==> src/rtl/bus_slave_if.sv <==
// Bus slave front end: turns accepted bus beats into single backend requests,
// with burst tracking, transfer legality checks and a backend timeout.
module bus_slave_if #(
  parameter int unsigned TIMEOUT = 15,
  parameter int unsigned AW      = 32
) (
  input  logic          CLK,
  input  logic          RST,
  input  logic          SxSEL,
  input  logic          MmWT,
  input  logic [2:0]    MmSZ,
  input  logic [3:0]    MmRB,
  input  logic [2:0]    MmMOD,
  input  logic [31:0]   MmADDR,
  input  logic [31:0]   MmWDT,
  output logic          SxRDY,
  output logic          SxERR,
  output logic [31:0]   SxRDT,
  output logic          BREQ,
  output logic          BWE,
  output logic [AW-1:0] BADDR,
  output logic [3:0]    BBE,
  output logic [31:0]   BWDT,
  input  logic          BACK,
  input  logic [31:0]   BRDT
);

  localparam int unsigned     TW    = $clog2(TIMEOUT + 1);
  localparam logic [TW-1:0]   TLAST = TW'(TIMEOUT - 1);

  typedef enum logic [1:0] {
    S_IDLE,
    S_REQ,
    S_DONE,
    S_ERR
  } state_t;

  typedef enum logic [2:0] {
    M_IDLE   = 3'b000,
    M_BUSY   = 3'b001,
    M_NONSEQ = 3'b010,
    M_SEQ    = 3'b011
  } mode_t;

  state_t        state, state_nx;
  logic [AW-1:0] addr_q;
  logic [AW-1:0] seq_addr;
  logic [2:0]    sz_q;
  logic          wt_q;
  logic [3:0]    be_q;
  logic [3:0]    bcnt;
  logic [TW-1:0] tcnt;
  logic [31:0]   rdt_q;
  logic          burst;
  logic          is_seq;
  logic          xfer;
  logic          take;
  logic          legal;
  logic          tmo;

  function automatic logic size_ok(input logic [2:0] sz, input logic [1:0] off);
    logic ok;
    ok = 1'b0;
    case (sz)
      3'b000:  ok = 1'b1;
      3'b001:  ok = ~off[0];
      3'b010:  ok = (off == 2'b00);
      default: ok = 1'b0;
    endcase
    return ok;
  endfunction

  function automatic logic [3:0] byte_en(input logic [2:0] sz, input logic [1:0] off);
    logic [3:0] be;
    be = '0;
    case (sz)
      3'b000:  be = 4'b0001 << off;
      3'b001:  be = off[1] ? 4'b1100 : 4'b0011;
      3'b010:  be = 4'b1111;
      default: be = '0;
    endcase
    return be;
  endfunction

  assign burst    = (bcnt != '0);
  assign is_seq   = (MmMOD == M_SEQ);
  assign xfer     = SxSEL & ((MmMOD == M_NONSEQ) | is_seq);
  // ERR also shows ready, but a beat offered there is deliberately dropped
  assign take     = xfer & ((state == S_IDLE) | (state == S_DONE));
  assign legal    = is_seq ? burst : (~burst & size_ok(MmSZ, MmADDR[1:0]));
  assign seq_addr = addr_q + (AW'(1) << sz_q);
  assign tmo      = (tcnt == TLAST);

  assign BWE   = wt_q;
  assign BADDR = addr_q;
  assign BBE   = be_q;
  assign BWDT  = MmWDT;
  assign SxRDT = rdt_q;

  always_ff @(posedge CLK) begin
    if (RST) begin
      state <= S_IDLE;
    end else begin
      state <= state_nx;
    end
  end

  always_comb begin
    state_nx = state;
    SxRDY    = 1'b1;
    SxERR    = 1'b0;
    BREQ     = 1'b0;
    case (state)
      S_IDLE, S_DONE: begin
        if (take) begin
          state_nx = legal ? S_REQ : S_ERR;
        end else begin
          state_nx = S_IDLE;
        end
      end
      S_REQ: begin
        SxRDY = 1'b0;
        BREQ  = 1'b1;
        if (BACK) begin
          state_nx = S_DONE;
        end else if (tmo) begin
          state_nx = S_ERR;
        end
      end
      S_ERR: begin
        SxERR    = 1'b1;
        state_nx = S_IDLE;
      end
      default: state_nx = S_IDLE;
    endcase
  end

  always_ff @(posedge CLK) begin
    if (RST) begin
      addr_q <= '0;
      sz_q   <= '0;
      wt_q   <= 1'b0;
      be_q   <= '0;
      bcnt   <= '0;
      tcnt   <= '0;
      rdt_q  <= '0;
    end else begin
      if (take && legal) begin
        wt_q <= MmWT;
        tcnt <= '0;
        if (is_seq) begin
          // SEQ beats follow the burst's own address/size, not the bus
          addr_q <= seq_addr;
          be_q   <= byte_en(sz_q, seq_addr[1:0]);
          bcnt   <= bcnt - 4'd1;
        end else begin
          addr_q <= AW'(MmADDR);
          sz_q   <= MmSZ;
          be_q   <= byte_en(MmSZ, MmADDR[1:0]);
          bcnt   <= MmRB;
        end
      end
      if (state == S_REQ) begin
        tcnt <= tcnt + TW'(1);
        if (BACK && !wt_q) begin
          rdt_q <= BRDT;
        end
      end
      if (state == S_ERR) begin
        bcnt <= '0;
      end
    end
  end

endmodule
==> config.mk <==
export PLATFORM = sky130hd
export DESIGN_NAME = bus_slave_if
export DESIGN_NICKNAME = d
export VERILOG_FILES = /design/src/rtl/bus_slave_if.sv
export SDC_FILE = /design/constraint.sdc
export NUM_CORES = 1
export LEC_CHECK = 0
export CAP_MARGIN = 20
export CORE_UTILIZATION = 46
export DETAILED_ROUTE_END_ITERATION = 16
export PLACE_DENSITY = 0.95
export SYNTH_ARGS = -nofsm -noshare
export SYNTH_HDL_FRONTEND = slang
export SYNTH_SLANG_ARGS = --single-unit
==> constraint.sdc <==
create_clock -name CLK -period 5.6 [get_ports CLK]
set_input_delay 1.68 -clock CLK [delete_from_list [all_inputs] [get_ports CLK]]
set_output_delay 1.68 -clock CLK [all_outputs]
set_load 0.03 [all_outputs]
======== Word level (Yosys, flattened, before mapping) ========
Cells that the tools add are included.
operators by class
  $add $sub $neg .......................... 3
  eq/ne operators ......................... 11
  shift operators ......................... 3
  muxes and demuxes ....................... 19
  bitwise gates (word level) .............. 8
  reduce and logical (&&, ||, !) cells .... 13
operator list
  cell                  count
  $add 32x32->32        1
  $mux 32               1
  $shl 1x3->32 const A  1
  $mux 4                6
  $pmux 4 s3            2
  $eq 3x2->1 const B    4
  $mux 2                4
  $shl 1x2->4 const A   2
  $eq 3x1->1 const B    2
  $logic_not 3->1       2
  $pmux 2 s3            1
  $add 4x1->4 const B   1
  $eq 2x2->1 const B    2
  $eq 4x4->1 const B    1
  $logic_not 2->1       2
  $mux 1                4
  $reduce_and 2->1      2
  $reduce_bool 4->1     1
  $reduce_or 2->1       2
  $sub 4x1->4 const B   1
  $and 1x1->1           3
  $ne 3x3->1 const B    1
  $not 1->1             3
  $pmux 1 s3            1
  other kinds (5)       7
storage, ports and cells
  register bits after elaboration ......... 82
  input port bits ......................... 111
  logic and storage cells ................. 65

======== Longest topological paths before layout ========
  word-level depth ........................ 7
  gate-level depth with buffers ........... 11
  mapped depth without buffers ............ 10

======== Worst setup path before layout ========
No wires, ideal clock.
  kind .................................... in2reg
  start point ............................. in MmMOD[2]
  end point ............................... reg addr_q[22], in the netlist BADDR[22]
  library setup time ...................... 74 ps
  arrival ................................. 3536 ps
  required time ........................... 5526 ps
  path slack .............................. 1990 ps
  cell stages on the path ................. 7
  buffers on the path ..................... 1
  path through ............................ nand4bb_1 -> or4b_1 -> o21a_1 -> clkbuf_1 -> or3_1 -> mux2_2 -> a31oi_1
between the ends
  cells in the longest elaborated chain, start to end .. 5
  elaborated cells between the ends (all ways) .. 8
  those cells by class .................... 2 x eq/ne; 2 x mux; 3 x bitwise; 1 x reduce/logical
ends and longest elaborated chain
  item                                  RTL line  text
  start: declaration                    13        input logic [2:0] MmMOD,
  $eq 3x2->1, on equally long branches  87, 86
  $or 1x1->1                            87        assign xfer = SxSEL & ((MmMOD == M_NONSEQ) | is_seq);
  $and 1x1->1                           87
  $and 1x1->1                           89        assign take = xfer & ((state == S_IDLE) | (state == S_DONE));
  $logic_and 1x1->1                     148       if (take && legal) begin
  end signal: assignment                153       addr_q <= seq_addr;
  end signal: assignment                157       addr_q <= AW'(MmADDR);
  end: declaration                      46        logic [AW-1:0] addr_q;
Several ways; a longest one is shown, not always the timed one.
A chain may end at the register's enable or synchronous reset.

======== Worst setup path after layout ========
  start point ............................. in MmMOD[2]
  end point ............................... reg addr_q[15], in the netlist BADDR[15]
Same word-level chain as after synthesis.

==> qor.yml <==
seq_area_frac_synth_pct: 34.2
ys.flop_type: "dfxtp_1"
drt-vias-per-instance: 5.86
num_io_pins: 215
slew_violations: 0
timing.fmax_mhz: 242
required_ps: 5810
power_density_nw_per_um2: 194
synthDistinctLibCells: 61
timing.final.crit_share_pct: 73.9
area_growth_pct: 32.5
layout_commonest_cell: "clkdlybuf4s50_1"
wl_per_cell_um: 16.2
clockBufferDepth: 2
ys_warn_count: 0
end_kind: "flop"
rsz0062_at_grt: "no"
ant_nets: 0
syn_inst: 638
crit_fanout: 38
cp_num_buf_inv: 2
cts_made_buffers: 9
relSlewSlack_pct: 39.7
syn_area_um2: 4800
root_buffer: "clkbuf_8"
grt_pass1_vias: 4852
cts.repair.resized: 0
grt_start_max_net_pins: 55
core.rowCount: 36
avgSynthCellArea_um2: 7.52
drive_above_1_share_pct: 5.41
drtIter0Drc: 359
p_leak_nw: 2.14
die_x_um: 104
clk_pin_slew_ps: 90
gp_congestion: 0.915
worstPathCellList: "clkdlybuf4s50_1 -> nand4bb_1 -> or4b_1 -> o21ai_2 -> buf_4 -> o21ai_0 -> a22oi_1 -> o22ai_1"
crit_arrival_ps: 4350
syn-num-nets: 760
ir_drop_mv: 0.148
multi_input_area_um2: 2710
stdcell_count: 872
io_buffers: 150
wl_mm: 14.2
diodes: 0
synthArstFlopShare_pct: 0
outcome: "finished, final reports clean"
maxCapViolations: 0
core_um2: 9950
cp-start-kind: "primary input"
nNetsFinal: 856
critPathMaxStageDelay_ps: 660
synth-edff-count: 0
setup_ws_ps: 1460
grt.total_usage_pct: 25.7
path_delay_family: "simple AND/OR/NAND/NOR gates"
worst-slew-pin-transition_ps: 897
fill_cells: 807
grt_pass1_wl_mm: 23.0
worstSkewPairLatency_ps: 350
setup_viol: 0
holdWs_ps: 456
firstDrtPassIters: 5
dp_slack_ps: 1110
die_h_um: 104
synth_seq_cells: 82
cp_slowest_cell: "or4b_1"
hold_viol_final: 0
hp-class: "flop to flop"
min_period_ps: 4140
place_hpwl_mm: 10.1
criticalPathCategory: "primary input to flop"
mostFrequentLayoutCells: "clkdlybuf4s50_1 (149), nand2_1 (123), dfxtp_1 (82), a21oi_1 (75), nor2_1 (39)"
fin_tns_setup_ps: 0
htreeDepth: 3
register_area_um2: 1640
dp.cells: 856
vias: 5107
dieArea_um2: 10800
antenna_found_initial: 0
drc_errors: 0
finalClockSkew_ps: 15.4
gr-total-overflow: 0
cts_tree: "done"
initial_core_util_pct: 48.2
cts_hold_buf: 0
cts_sinks: 82
post-cts-setup-buffer-count: 0
==> power by group <==
part / internal, mW / switching, mW
registers: 0.591 / 0.00757
logic: 0.0795 / 0.0740
clock network: 0.253 / 0.229
total: 0.924 / 0.310
==> synth_stat cells (3+ instances only) <==
library cell  number  area share, %
a311o_1            4           0.83
o21ai_0           23            2.4
nor3b_1            9            1.4
o211ai_1           4           0.63
xor2_1             4           0.73
nor3_1            15            1.6
nor2_1            39            3.1
a21oi_1           75            7.8
or4_1              3           0.47
a31oi_1           13            1.7
buf_2              3           0.31
a211oi_1           8            1.3
nor4_1             4           0.52
xnor2_1            4           0.73
and3_1             7           0.91
mux2i_1            8            1.7
a311oi_1           4           0.73
o221ai_1           5           0.91
o21a_1             3           0.47
a21o_1             4           0.63
and2_1             3           0.39
nand3_1           16            1.7
clkbuf_1          38            3.0
dfxtp_1           82             34
nand4_1           11            1.4
buf_4             32            5.0
and4_1             3           0.55
o22ai_1            4           0.52
a22oi_1            5           0.78
and3b_1            5           0.91
ha_1              10            2.6
nand2_1          123            9.6
or3_1              8            1.0
nand2b_1           5           0.65
mux2_2             4           0.94
inv_1             15            1.2
==> cell type report <==
class / count / share of cell area [%]
inverter: 15 / 0.886
clock inverter: 6 / 1.42
tap: 133 / 2.62
timing repair buffer: 158 / 24.6
multi-input combinational: 468 / 42.6
sequential: 82 / 25.8
clock buffer: 10 / 2.01
==> registers in the layout, summed over array words and instances, names as in the netlist <==
name and count:
bcnt 4, tcnt 4, BBE 4, BADDR 32
BWE 1, sz_q 3, state 2, SxRDT 32
==> metrics by stage <==
step / area (um^2) / utilization (%) / total power, mW
final: 6360 / 63.9 / 1.23
after global routing: 6360 / 63.9 / 1.27
after CTS: 6360 / 63.9 / 1.24
after detailed placement: 6140 / 61.7 / 0.764
after global placement: 6120 / 61.5 / 0.760
after floorplan: 4800 / - / 0.719
==> layer usage <==
layer	vias to the layer above	part of all wire (%)	GRT usage (%)
li1	2440	-	-
met1	2322	39	30.6
met2	323	49	43.6
met3	22	11	7.52
met4	0	1.6	9.49
met5	-	0	0
==> tightest hold or removal path: stages (launching register included) <==
cell     delay (ps)
dfxtp_1         320
nand2_1          50
a21oi_1          50
==> path summary, 6_finish.rpt <==
kind	slack, ps	cells past startpoint	start	to
min reg2reg	460	2	SxRDT[19]	SxRDT[19]
max	1460	8	MmMOD[2]	BADDR[15]
min	460	2	SxRDT[19]	SxRDT[19]
max reg2reg	2150	7	sz_q[0]	BADDR[24]
==> kinds of logic after synthesis <==
family | after synthesis | synth area share (%)
and+or+nand+nor | 266 | 26.9
AOI/OAI and AO/OA | 169 | 21.9
buffers and inverters | 88 | 9.47
DFF | 82 | 34.2
adders and majority gates | 13 | 3.44
muxes | 12 | 2.61
xor gates and xnor gates | 8 | 1.46
No activity file was read; power rests on OpenSTA's default activity.
